[src/rtl/param_hash_gen.sv]
// Iterated rotate-add hash over a small host-loaded message memory.
// One READ/ABSORB pair per word, optional second pass, folded result in FINAL.
module param_hash_gen #(
  parameter int           W     = 32,
  parameter int           DEPTH = 16,
  parameter int           AW    = $clog2(DEPTH),
  parameter int           ROT   = 5,
  parameter logic [W-1:0] IV    = W'(32'h6A09E667),
  parameter logic [W-1:0] K     = W'(32'h9E3779B9)
) (
  input  logic          clk,
  input  logic          rst,
  input  logic          start,
  input  logic [AW:0]   msgLen,
  input  logic          mode,
  input  logic          wrEn,
  input  logic [AW-1:0] wrAddr,
  input  logic [W-1:0]  wrData,
  output logic          busy,
  output logic [W-1:0]  hashResult,
  output logic          dataOutValid,
  output logic          lenError
);

  typedef enum logic [1:0] {IDLE, READ, ABSORB, FINAL} state_t;

  localparam logic [AW:0] DEPTH_L = (AW+1)'(DEPTH);

  state_t         state, state_nx;
  logic [W-1:0]   mem [DEPTH];
  logic [W-1:0]   rdata;
  logic [W-1:0]   h;
  logic [AW-1:0]  addr;
  logic [AW:0]    len;
  logic [AW+1:0]  idx, last;
  logic           len_ok;

  function automatic logic [W-1:0] rotl(input logic [W-1:0] x);
    return (x << ROT) | (x >> (W - ROT));
  endfunction

  assign len_ok = (msgLen != '0) && (msgLen <= DEPTH_L);
  assign busy   = (state != IDLE);

  always_ff @(posedge clk) begin
    if (rst) state <= IDLE;
    else     state <= state_nx;
  end

  always_comb begin
    state_nx = state;
    case (state)
      IDLE:    if (start && len_ok) state_nx = READ;
      READ:    state_nx = ABSORB;
      ABSORB:  state_nx = (idx == last) ? FINAL : READ;
      FINAL:   state_nx = IDLE;
      default: state_nx = IDLE;
    endcase
  end

  // Memory is deliberately outside reset so contents survive an abort.
  always_ff @(posedge clk) begin
    if (wrEn && state == IDLE) mem[wrAddr] <= wrData;
    rdata <= mem[addr];
  end

  always_ff @(posedge clk) begin
    if (rst) begin
      h            <= IV;
      idx          <= '0;
      addr         <= '0;
      len          <= '0;
      last         <= '0;
      hashResult   <= '0;
      dataOutValid <= 1'b0;
      lenError     <= 1'b0;
    end else begin
      dataOutValid <= 1'b0;
      lenError     <= 1'b0;
      case (state)
        IDLE: if (start) begin
          if (len_ok) begin
            len  <= msgLen;
            last <= (mode ? {msgLen, 1'b0} : {1'b0, msgLen}) - (AW+2)'(1);
            h    <= IV;
            idx  <= '0;
            addr <= '0;
          end else begin
            lenError <= 1'b1;
          end
        end
        ABSORB: begin
          h    <= rotl(h) + (rdata ^ K);
          idx  <= idx + (AW+2)'(1);
          // addr walks idx mod L without a divider
          addr <= ({1'b0, addr} == len - (AW+1)'(1)) ? '0 : addr + AW'(1);
        end
        FINAL: begin
          hashResult   <= h ^ (h >> (W/2));
          dataOutValid <= 1'b1;
        end
        default: ;
      endcase
    end
  end

endmodule

[config.mk]
export PLATFORM = sky130hd
export DESIGN_NAME = param_hash_gen
export DESIGN_NICKNAME = d
export VERILOG_FILES = /design/src/rtl/param_hash_gen.sv
export SDC_FILE = /design/constraint.sdc
export NUM_CORES = 1
export LEC_CHECK = 0
export ABC_AREA = 0
export BUFFER_PORTS_ARGS = -buffer_cell sky130_fd_sc_hd__buf_2
export CAP_MARGIN = 30
export CORE_MARGIN = 4
export CORE_UTILIZATION = 55
export DETAILED_ROUTE_END_ITERATION = 12
export HOLD_SLACK_MARGIN = 0.15
export PLACE_DENSITY = 0.72
export SETUP_SLACK_MARGIN = 0.1
export SLEW_MARGIN = 0
export SYNTH_ARGS = -nofsm -noshare
export SYNTH_HDL_FRONTEND = slang
export SYNTH_SLANG_ARGS = --single-unit
export TNS_END_PERCENT = 50
[constraint.sdc]
create_clock -name clk -period 7.8 [get_ports clk]
set_input_delay 2.34 -clock clk [delete_from_list [all_inputs] [get_ports clk]]
set_output_delay 2.34 -clock clk [all_outputs]
set_load 0.1 [all_outputs]
; Yosys cells after proc, flatten, opt, wreduce, memory -nomap -nowiden
; Memory sizes are Yosys's and may differ from the RTL's. A register that Yosys moved wholly into a read port is not among the register bits.
; Index checks and enable logic that the tools add are counted.
[totals]
elab_cells = 57
output_inout_bits = 35
memories = 1
mem_bits_rw = 512
register_bits = 89
[classes]
muxes = 18
n_reduce_logical = 10
addsub = 5
order_cmp = 1
bitwise_logic = 5
eq_ne = 8
[memory_table]
columns = memory, words, word_bits, rd, rd_clocked_by_memory_dff, write_ports, line
row1 = mem, 16, 32, 1, 1, 1, 30  ; logic [W-1:0] mem [DEPTH];
[ops]
columns = operator, count
row1 = 2-to-1 mux 32 bit, 2
row2 = one-hot mux 32 bit (2 select lines), 1
row3 = adder 32 bit, 1
row4 = OR 32 x 5 -> 32 bit, 1
row5 = bitwise XOR 32 x 16 -> 32 bit, 1
row6 = NOT 20 bit, 1
row7 = 2-to-1 mux 6 bit, 3
row8 = 2-to-1 mux 4 bit, 3
row9 = one-hot mux 6 bit (2 select lines), 1
row10 = one-hot mux 2 bit (4 select lines), 1
row11 = one-hot mux 4 bit (2 select lines), 1
row12 = adder 6 x 1 -> 6 bit (second input constant), 1
row13 = equality test 6 bit, 1
row14 = inequality test 2 bit (second input constant), 3
row15 = AND reduction 3 bit, 2
row16 = subtractor 6 x 1 -> 6 bit (second input constant), 1
row17 = equality test 4 x 5 -> 1 bit, 1
row18 = <= comparator 5 bit (second input constant), 1
row19 = nonzero test 5 bit, 1
row20 = subtractor 5 x 1 -> 5 bit (second input constant), 1
row21 = adder 4 x 1 -> 4 bit (second input constant), 1
row22 = equality test 2 bit (second input constant), 2
row23 = 2-to-1 mux 1 bit, 4
row24 = 2-to-1 mux 2 bit, 2
row25 = other kinds (6), 10

; Logic depth before layout (Yosys ltp)
[depth]
ltp_word = 5
depth_mapped = 10
ltp_nobuf = 10

; Worst setup path before layout
; No wires, ideal clock.
[synth_timing]
path_kind = in2reg
start = input wrEn
end = memory mem[0][0], enable pin
setup_ns = 0.461
cell_stages = 3
arrival_time_ns = 4.983
path_buffers = 0
t_required_ns = 7.339
path_slack_ns = 2.355
path_cell_list = nand2_1 > or3_1 > nor3_1
[synth_via]
elab_chain_cells = 3
[synth_lines]
columns = item, line
row1 = start: declaration, 16  ; input logic wrEn,
row2 = logical AND 1 bit, 63  ; if (wrEn && state == IDLE) mem[wrAddr] <= wrData;
row3 = 2-to-1 mux 1 bit, 63
row4 = 2-to-1 mux 1 bit (implied by the code), 63
row5 = end: declaration, 30
; Every way passes these cells.

; Worst setup path after layout
[layout_timing]
start = register state[0]
end = output busy
[layout_via]
elab_chain_cells = 1
[layout_lines]
columns = item, line
row1 = start: declaration, 29  ; state_t state, state_nx;
row2 = start signal: assignment, 47  ; else state <= state_nx;
row3 = nonzero test 2 bit, 43  ; assign busy = (state != IDLE);
row4 = end: declaration, 19  ; output logic busy,
; Every way passes these cells.

==> metrics.csv <==
stage,metric,value,unit
synth,"Cell Area, Synth",0.0252,mm²
synth,YS warnings,0,
place,detailed-placement wirelength estimate,30.9,mm
routing,vias per inst,5.98,
routing,Detailed Route WL,53.0,mm
synth,post-synthesis cell type count,64,
clocking,Post-CTS Hold Buffers,0,
clocking,Num CTS Buffers,60,
worst_setup_path,startpoint types,flop,
routing,first-pass detailed-route iteration total,5,
synth,Yosys top cell by area,edfxtp_1,
layout,Final nets,1618,
worst_setup_path,data arrival time of the worst path,1850,ps
worst_setup_path,CP Class,flop to output port,
global_route,vias in the first global route,13200,
global_route,first-pass GRT wire length,81.2,mm
die,die width,222,µm
clocking,Max clock buf depth,3,
clocking,post-cts gate resize count,0,
routing,number of routed nets with antenna violations,0,
sta,fmax,239,MHz
die,Die Y,222,µm
worst_setup_path,WP data required,5460,ps
synth,Post-Syn Area per Cell,17.6,µm²
global_route,initial antenna violation count,5,
global_route,GRT Util Overall,21.5,%
clocking,clock-pin transition on the worst setup and hold timing paths,60,ps
sta,setup violators final,0,
synth,most common cell in the synthesized netlist,edfxtp_1,
sta,Final WS setup,3610,ps
synth,"FF+latch count, synth",633,
sta,Clock Skew,13.1,ps
synth,top-area cell type share of the netlist area,60.9,%
place,Placer Congestion,0.860,
die,die area,0.0494,mm²
synth,synth cell count leaders,"edfxtp_1, mux4_2, dfxtp_1",
clocking,worst skew pair latency,610,ps
die,io pins,81,
routing,routed vias,13100,
synth,synth top area cells,"edfxtp_1, mux4_2, dfxtp_1",
layout,layout cell share with drive strength beyond 1,24.7,%
synth,synthesized instance count,1432,
layout,FF/Latch Area,0.0178,mm²
sta,Least-Margin Pin Slew,849,ps
worst_setup_path,maximum net fanout on the critical path,8,
routing,number of DRC markers in iteration 0,1231,
die,core box area,0.0454,mm²
flow_run,MaxCap Viol Count,0,
die,Starting Density,55.6,%
synth,"EDFF count, synth",512,
sta,headroom to the max-slew limit,43.4,%
sta,setup TNS,0,ps
worst_hold_path,Hold WC Path Type,flop to flop,
place,post-place setup slack,3260,ps
sta,"Slew Viols, Final",0,
power_and_ir_drop,worst vdd ir,0.181,mV
clocking,Root Buffer,clkbuf_16,
synth,Most used DFF post-synth,edfxtp_1,
layout,Fillers,3161,
layout,P&R area growth vs syn,12.4,%
routing,DR WL/cell,24.2,µm
sta,Tmin final,4190,ps
clocking,Clock Sink Count,633,
clocking,Post CTS Setup Buffer Count,0,
outcome,status,"complete, no violations",
global_route,Overflow after GRT,0,
sta,RSZ-0062 raised after global routing,no,
worst_setup_path,CP Capture Type,output port,
synth,"Seq/Total Area, Yosys",70.6,%
power_and_ir_drop,static leakage,0.00928,µW
clocking,CTS H-tree lvls,2,
sta,Final Cycle Share,53.7,%
synth,Syn Nets,1514,
routing,# DRC,0,
global_route,largest net degree at the start of global routing,58,
synth,Post-synth ARST share,0,%
layout,multi-input logic area,0.00714,mm²
clocking,CTS tree,built,
die,FP Rows,78,
power_and_ir_drop,Power per Cell Area,246,mW/mm²
place,IO Port Bufs,80,
sta,final hold vios,0,
==> flip-flops by register name (all words and copies together), names as in the netlist <==
signal / flops
addr: 4
dataOutValid: 1
h: 32
hashResult: 32
idx: 6
last: 6
len: 5
lenError: 1
mem: 512
rdata: 32
state: 2
==> cell type report <==
type                            count  area share (%)
Antenna cell                        3          0.0265
Clock buffer                       84            5.94
Timing Repair Buffer              111            2.23
Tap cell                          600            2.65
Clock inverter                     28           0.759
Sequential cell                   633            62.8
Inverter                           32           0.424
Multi-Input combinational cell    698            25.2
==> cell usage in the layout (no fill, tap or decap), types with 17 or more instances in the layout <==
master,netlist,routed
nand3_1,20,20
nand2_1,75,75
dfxtp_1,121,117
buf_4,0,31
nor2_1,90,78
clkbuf_16,0,60
edfxtp_1,512,512
xor2_1,17,17
a21oi_1,63,63
buf_2,19,80
a211oi_1,17,17
inv_1,31,31
xnor2_1,39,39
mux4_2,160,160
ha_1,35,35
o21ai_0,28,28
==> logic make-up (layout without fill, tap and decap cells) <==
family / after synthesis / count (layout) / share of synthesized area, %
compound gates: 175 / 175 / 4.61
xor+xnor: 56 / 56 / 1.94
fa+ha+maj: 36 / 36 / 1.82
buf+inv: 101 / 255 / 1.60
flops: 633 / 633 / 70.6
mux: 172 / 172 / 14.8
other cells: 0 / 3 / 0
simple gates: 259 / 259 / 4.72
==> critical path, cell delays in order (launching register included) <==
cell,delay (ps)
dfxtp_1,370
nor2_1,480
inv_1,80
buf_2,310
==> through the flow <==
step | instance area, µm² | power, µW | hold slack, ps | std cells | util, %
finish | 28400 | 6960 | 454 | 2189 | 62.5
global route | 28300 | 7200 | 480 | 2187 | 62.5
CTS | 28300 | 7020 | 459 | 2186 | 62.5
detailed placement | 26400 | 4260 | 451 | 2074 | 58.3
global placement | 26400 | 4240 | 442 | 2074 | 58.3
floorplan | 25200 | 4110 | 470 | 1432 | -
==> report_power, final <==
part	switching (µW)	internal [µW]	total, µW
combinational	266	170	436
sequential	43.3	3710	3750
clock	1210	1570	2780
total	1510	5450	6960
==> metal layers <==
| layer | up-vias | global-route usage (%) | routed length [µm] |
|---|---|---|---|
| met1 | 6677 | 30.4 | 21800 |
| met4 | 6 | 5.14 | 1060 |
| met3 | 81 | 3.50 | 3380 |
| met2 | 419 | 36.0 | 26700 |
| li1 | 5907 | - | - |
| met5 | - | 0 | 46 |
==> final timing paths <==
check / startpoint / end / slack (ps) / cells after the start
hold reg to reg: hashResult[30] / hashResult[30] / 450 / 2
setup / recovery: state[0] / busy / 3610 / 3
setup reg to reg: addr[1] / rdata[16] / 4530 / 4
hold / removal: hashResult[30] / hashResult[30] / 450 / 2
(Power assumes the default switching activity.)
